File: src/rtl/fp_add_stream_ctrl.sv
// fp_add_stream_ctrl: issues (a, b) operand pairs one at a time to a
// single-issue float32 adder core using a load/busy handshake.
// Results are queued in a first-word-fall-through FIFO.
// A busy watchdog replaces a hung operation with a canonical qNaN.
module fp_add_stream_ctrl #(
    parameter int DEPTH   = 4,
    parameter int TIMEOUT = 64,
    parameter int CNT_W   = 16
) (
    input  logic             clk,
    input  logic             reset,
    input  logic             in_valid,
    output logic             in_ready,
    input  logic [31:0]      in_a,
    input  logic [31:0]      in_b,
    output logic [31:0]      add_a,
    output logic [31:0]      add_b,
    output logic             add_load,
    input  logic             add_busy,
    input  logic [31:0]      add_sum,
    input  logic             add_status,
    output logic             out_valid,
    input  logic             out_ready,
    output logic [31:0]      out_sum,
    output logic             out_status,
    output logic             err_timeout,
    output logic [CNT_W-1:0] ops_done
);

    localparam int AW = (DEPTH > 1) ? $clog2(DEPTH) : 1;
    localparam int CW = $clog2(DEPTH + 1);
    localparam int TW = $clog2(TIMEOUT + 1);
    localparam logic [31:0] QNAN = 32'h7FC0_0000;

    typedef enum logic [1:0] {
        S_IDLE   = 2'd0,
        S_LOAD   = 2'd1,
        S_SETTLE = 2'd2,
        S_WAIT   = 2'd3
    } state_t;

    state_t            state_q, state_d;
    logic [31:0]       a_q, a_d, b_q, b_d;
    logic              load_q, load_d;
    logic [CW-1:0]     count_q, count_d;
    logic [AW-1:0]     wr_ptr_q, wr_ptr_d, rd_ptr_q, rd_ptr_d;
    logic              err_q, err_d;
    logic [CNT_W-1:0]  ops_q, ops_d;
    logic [TW-1:0]     tmo_q, tmo_d;
    logic [32:0]       mem_q [DEPTH];

    logic              accept;
    logic              pop;
    logic              push;
    logic [32:0]       push_word;

    // Acceptance uses the registered count only, so a pop in the same cycle
    // cannot open the input early.
    assign in_ready    = !reset && (state_q == S_IDLE) && (count_q < CW'(DEPTH));
    assign accept      = in_valid && in_ready;
    assign out_valid   = (count_q != '0);
    assign pop         = out_valid && out_ready;
    assign out_sum     = mem_q[rd_ptr_q][32:1];
    assign out_status  = mem_q[rd_ptr_q][0];
    assign add_a       = a_q;
    assign add_b       = b_q;
    assign add_load    = load_q;
    assign err_timeout = err_q;
    assign ops_done    = ops_q;

    // Next-state logic for the sequencer, watchdog and FIFO bookkeeping.
    always_comb begin
        state_d   = state_q;
        a_d       = a_q;
        b_d       = b_q;
        load_d    = 1'b0;
        err_d     = err_q;
        tmo_d     = '0;
        push      = 1'b0;
        push_word = '0;

        case (state_q)
            S_IDLE: begin
                if (accept) begin
                    a_d     = in_a;
                    b_d     = in_b;
                    load_d  = 1'b1;
                    state_d = S_LOAD;
                end
            end
            S_LOAD: begin
                state_d = S_SETTLE;
            end
            S_SETTLE: begin
                // Busy is not trusted yet: the core needs this cycle to raise it.
                state_d = S_WAIT;
            end
            S_WAIT: begin
                if (!add_busy) begin
                    push      = 1'b1;
                    push_word = {add_sum, add_status};
                    state_d   = S_IDLE;
                end else if (tmo_q == TW'(TIMEOUT - 1)) begin
                    push      = 1'b1;
                    push_word = {QNAN, 1'b1};
                    err_d     = 1'b1;
                    state_d   = S_IDLE;
                end else begin
                    tmo_d = tmo_q + TW'(1);
                end
            end
            default: state_d = S_IDLE;
        endcase

        wr_ptr_d = push ? wr_ptr_q + AW'(1) : wr_ptr_q;
        rd_ptr_d = pop  ? rd_ptr_q + AW'(1) : rd_ptr_q;
        ops_d    = push ? ops_q + CNT_W'(1) : ops_q;
        case ({push, pop})
            2'b10:   count_d = count_q + CW'(1);
            2'b01:   count_d = count_q - CW'(1);
            default: count_d = count_q;
        endcase
    end

    // Control and status registers with synchronous reset.
    always_ff @(posedge clk) begin
        if (reset) begin
            state_q  <= S_IDLE;
            a_q      <= '0;
            b_q      <= '0;
            load_q   <= 1'b0;
            count_q  <= '0;
            wr_ptr_q <= '0;
            rd_ptr_q <= '0;
            err_q    <= 1'b0;
            ops_q    <= '0;
            tmo_q    <= '0;
        end else begin
            state_q  <= state_d;
            a_q      <= a_d;
            b_q      <= b_d;
            load_q   <= load_d;
            count_q  <= count_d;
            wr_ptr_q <= wr_ptr_d;
            rd_ptr_q <= rd_ptr_d;
            err_q    <= err_d;
            ops_q    <= ops_d;
            tmo_q    <= tmo_d;
        end
    end

    // Result storage; contents need no reset because count gates visibility.
    always_ff @(posedge clk) begin
        if (!reset && push) begin
            mem_q[wr_ptr_q] <= push_word;
        end
    end

endmodule

File: config.mk
export PLATFORM = sky130hd
export DESIGN_NAME = fp_add_stream_ctrl
export DESIGN_NICKNAME = d
export VERILOG_FILES = /design/src/rtl/fp_add_stream_ctrl.sv
export SDC_FILE = /design/constraint.sdc
export NUM_CORES = 1
export LEC_CHECK = 0
export ABC_AREA = 1
export BUFFER_PORTS_ARGS = -buffer_cell sky130_fd_sc_hd__buf_2
export CORE_UTILIZATION = 30
export DETAILED_ROUTE_END_ITERATION = 8
export PLACE_DENSITY = 0.49
export SLEW_MARGIN = 20
export SYNTH_ARGS = -nofsm -noshare
export SYNTH_HDL_FRONTEND = slang
export SYNTH_SLANG_ARGS = --single-unit
File: constraint.sdc
create_clock -name clk -period 9 [get_ports clk]
set_input_delay 1.35 -clock clk [delete_from_list [all_inputs] [get_ports clk]]
set_output_delay 1.35 -clock clk [all_outputs]
set_load 0.1 [all_outputs]
==> out/qor.txt <==
Setup TNS -> 0 ns
Slew @ Worst Pin -> 1.06 ns
Core Region -> 30000 um2
Cell area after layout -> 11600 um2
Fin util -> 0.386
Vias/cell -> 4.55
P&R area growth vs syn -> 24.9%
HP Class -> register to register
CP Max Fanout -> 34
Mean cell area of the mapped netlist -> 9.91 um2
Clock latency on the worst-skew pair -> 0.52 ns
Rel. slew slack -> 0.291
Post-CTS setup buffers -> 0
RSZ-0062 raised after global routing -> false
DP Wirelength -> 15100 um
Placed insts -> 1495
Worst setup SP type -> register
Pwr/cell area -> 283 nW/um2
Drt pass-1 iters -> 4
Worst Path Required -> 7.65 ns
Area fraction of the dominant cell type after synthesis -> 0.429
Commonest non-fill, non-tap cell in the layout -> nor2_1
WL per Instance -> 15.2 um
Critical hold path startpoint -> tmo_q[0]
Gp weighted congestion -> 0.742
Pleak -> 4.44 nW
First-pass GRT wire length -> 37400 um
Syn Inst Count -> 933
Initial DRC Count -> 487
Drt drc -> 0
Top delay family on crit path -> buffers and inverters
Row count -> 63
Clock Sinks -> 232
Antenna violations before repair -> 1
Count of different cell masters after synthesis -> 31
Dominant cell type by area after synthesis -> edfxtp_1
Layout cell share with drive strength beyond 1 -> 0.252
Worst path buffer plus inverter count -> 2
Worst r2r src -> tmo_q[0]
Synth Cell Area -> 9250 um2
Overall routed net length -> 23600 um
Min cycle time layout -> 4.43 ns
Crit share post-route -> 0.492
Top cells by area, synth -> edfxtp_1 43%, dfxtp_1 22%, nor2_1 11%, o21ai_0 6.9%, nand2_1 2.4%
Place WS -> 5.21 ns
DRT antenna net count -> 0
Clock skew -> 0.00689 ns
Post-Syn Nets -> 1047
Final hold vios -> 0
Htree depth -> 1
Worst path max stage delay -> 1.03 ns
Grt ovf -> 0
Die W -> 178 um
Final setup vio count -> 0
Sequential-to-total area share from yosys stat -> 0.645
Die height -> 178 um
CTS tree -> done
Die Area -> 31500 um2
Outcome -> finished, final reports clean
Fmax -> 226 MHz
Vias in the first global route -> 6906
Max_cap viols -> 0
GRT Util Overall -> 0.151
Nets -> 1250
Final number of max-transition violations -> 0
N_diodes -> 0
CTS Hold Bufs -> 0
Clock-pin slew on the worst setup and hold paths -> 0.06 ns
Setup crit end kind -> output port
Routed vias -> 7029
Clock root buffer -> clkbuf_16
Port Buffer Count -> 218
Max VDD drop -> 0.206 mV
Num CTS Buffers -> 27
Starting density of the core -> 0.309
Most frequent cells in the layout -> 273 x nor2_1, 218 x buf_2, 132 x edfxtp_1, 127 x o21ai_0, 98 x dfxtp_1
Yosys reg bits -> 232
Critical path arrival -> 3.08 ns
Yosys warns -> 0
Largest net degree at the start of global routing -> 89
Setup Crit Path Kind -> register to output port
Crit path cell chain -> clkinv_1 > o21ai_0 > o22ai_1 > buf_2
Cell Area, Placed -> 10700 um2
Setup ws final -> 4.57 ns
IO Count -> 219
Post_cts resized -> 0
Final std cells w/o fill -> 1546
Critical path's slowest cell -> clkinv_1
Clock Tree Buf Depth -> 3
[cells by family after synthesis]
logic type,Yosys count,share of synthesized area
flops,232,0.645
xor+xnor,3,0.00284
fa+ha+maj,12,0.0170
simple gates,390,0.174
compound gates,188,0.106
buf+inv,108,0.0542
[path summary, 6_finish.rpt]
check	end	slack, ns	cells after the start
worst min register to register	tmo_q[0]	0.45	1
worst min-delay path	tmo_q[0]	0.45	1
worst max-delay path	out_sum[10]	4.57	4
worst max register to register	mem_q[3][3]	6.36	10
[metal layers]
metal / vias up / part of all wire / GRT usage
met5: - / 0.00047 / 0
met4: 2 / 0.024 / 0.0374
met3: 40 / 0.075 / 0.0431
met2: 210 / 0.46 / 0.250
met1: 3232 / 0.44 / 0.192
li1: 3545 / - / -
[cell type report]
| cell class | count | area (um2) |
|---|---|---|
| Clock inverter | 15 | 126 |
| Inverter | 57 | 216 |
| Tap cell | 390 | 488 |
| Fill cell | 3090 | 18400 |
| Clock buffer | 34 | 712 |
| Timing Repair Buffer | 225 | 1220 |
| Sequential cell | 232 | 5970 |
| Multi-Input combinational cell | 593 | 2820 |
[cells in the mapped netlist]
cell / instances
ha_1: 11
dfxtp_1: 100
nand3_2: 2
o21ai_1: 12
nand2_4: 3
xnor2_1: 1
nand2_2: 5
nand2_1: 60
nor2_2: 1
nor2_1: 277
nor2_4: 4
and2_1: 1
o22ai_1: 33
o21ai_0: 127
inv_2: 4
buf_4: 1
fa_1: 1
buf_6: 10
inv_1: 53
nand3_1: 29
buf_2: 10
a21oi_1: 14
nor3b_1: 1
clkbuf_1: 26
nor3_4: 1
a31oi_1: 2
nand4_1: 5
clkbuf_2: 4
edfxtp_1: 132
or2_2: 1
xor2_1: 2
[power by group]
group          leakage (nW)  switching (mW)  internal [mW]
clock network         0.405           0.428          0.615
logic                  2.23           0.853          0.153
registers              1.80          0.0343           1.18
total                  4.44            1.32           1.95
[registers in the layout, summed over array words and instances (netlist names), named ones only]
register	count
add_load	1
add_b	32
count_q	3
err_timeout	1
mem_q	132
wr_ptr_q	2
rd_ptr_q	2
add_a	32
tmo_q	7
state_q	2
ops_done	16
[through the flow]
stage	hold slack, ns	power, mW
final	0.449	3.27
after CTS	0.455	3.31
after global routing	0.480	3.42
after global placement	0.431	2.25
after floorplan	0.418	2.09
after detailed placement	0.445	2.25
(Power assumes the default switching activity.)
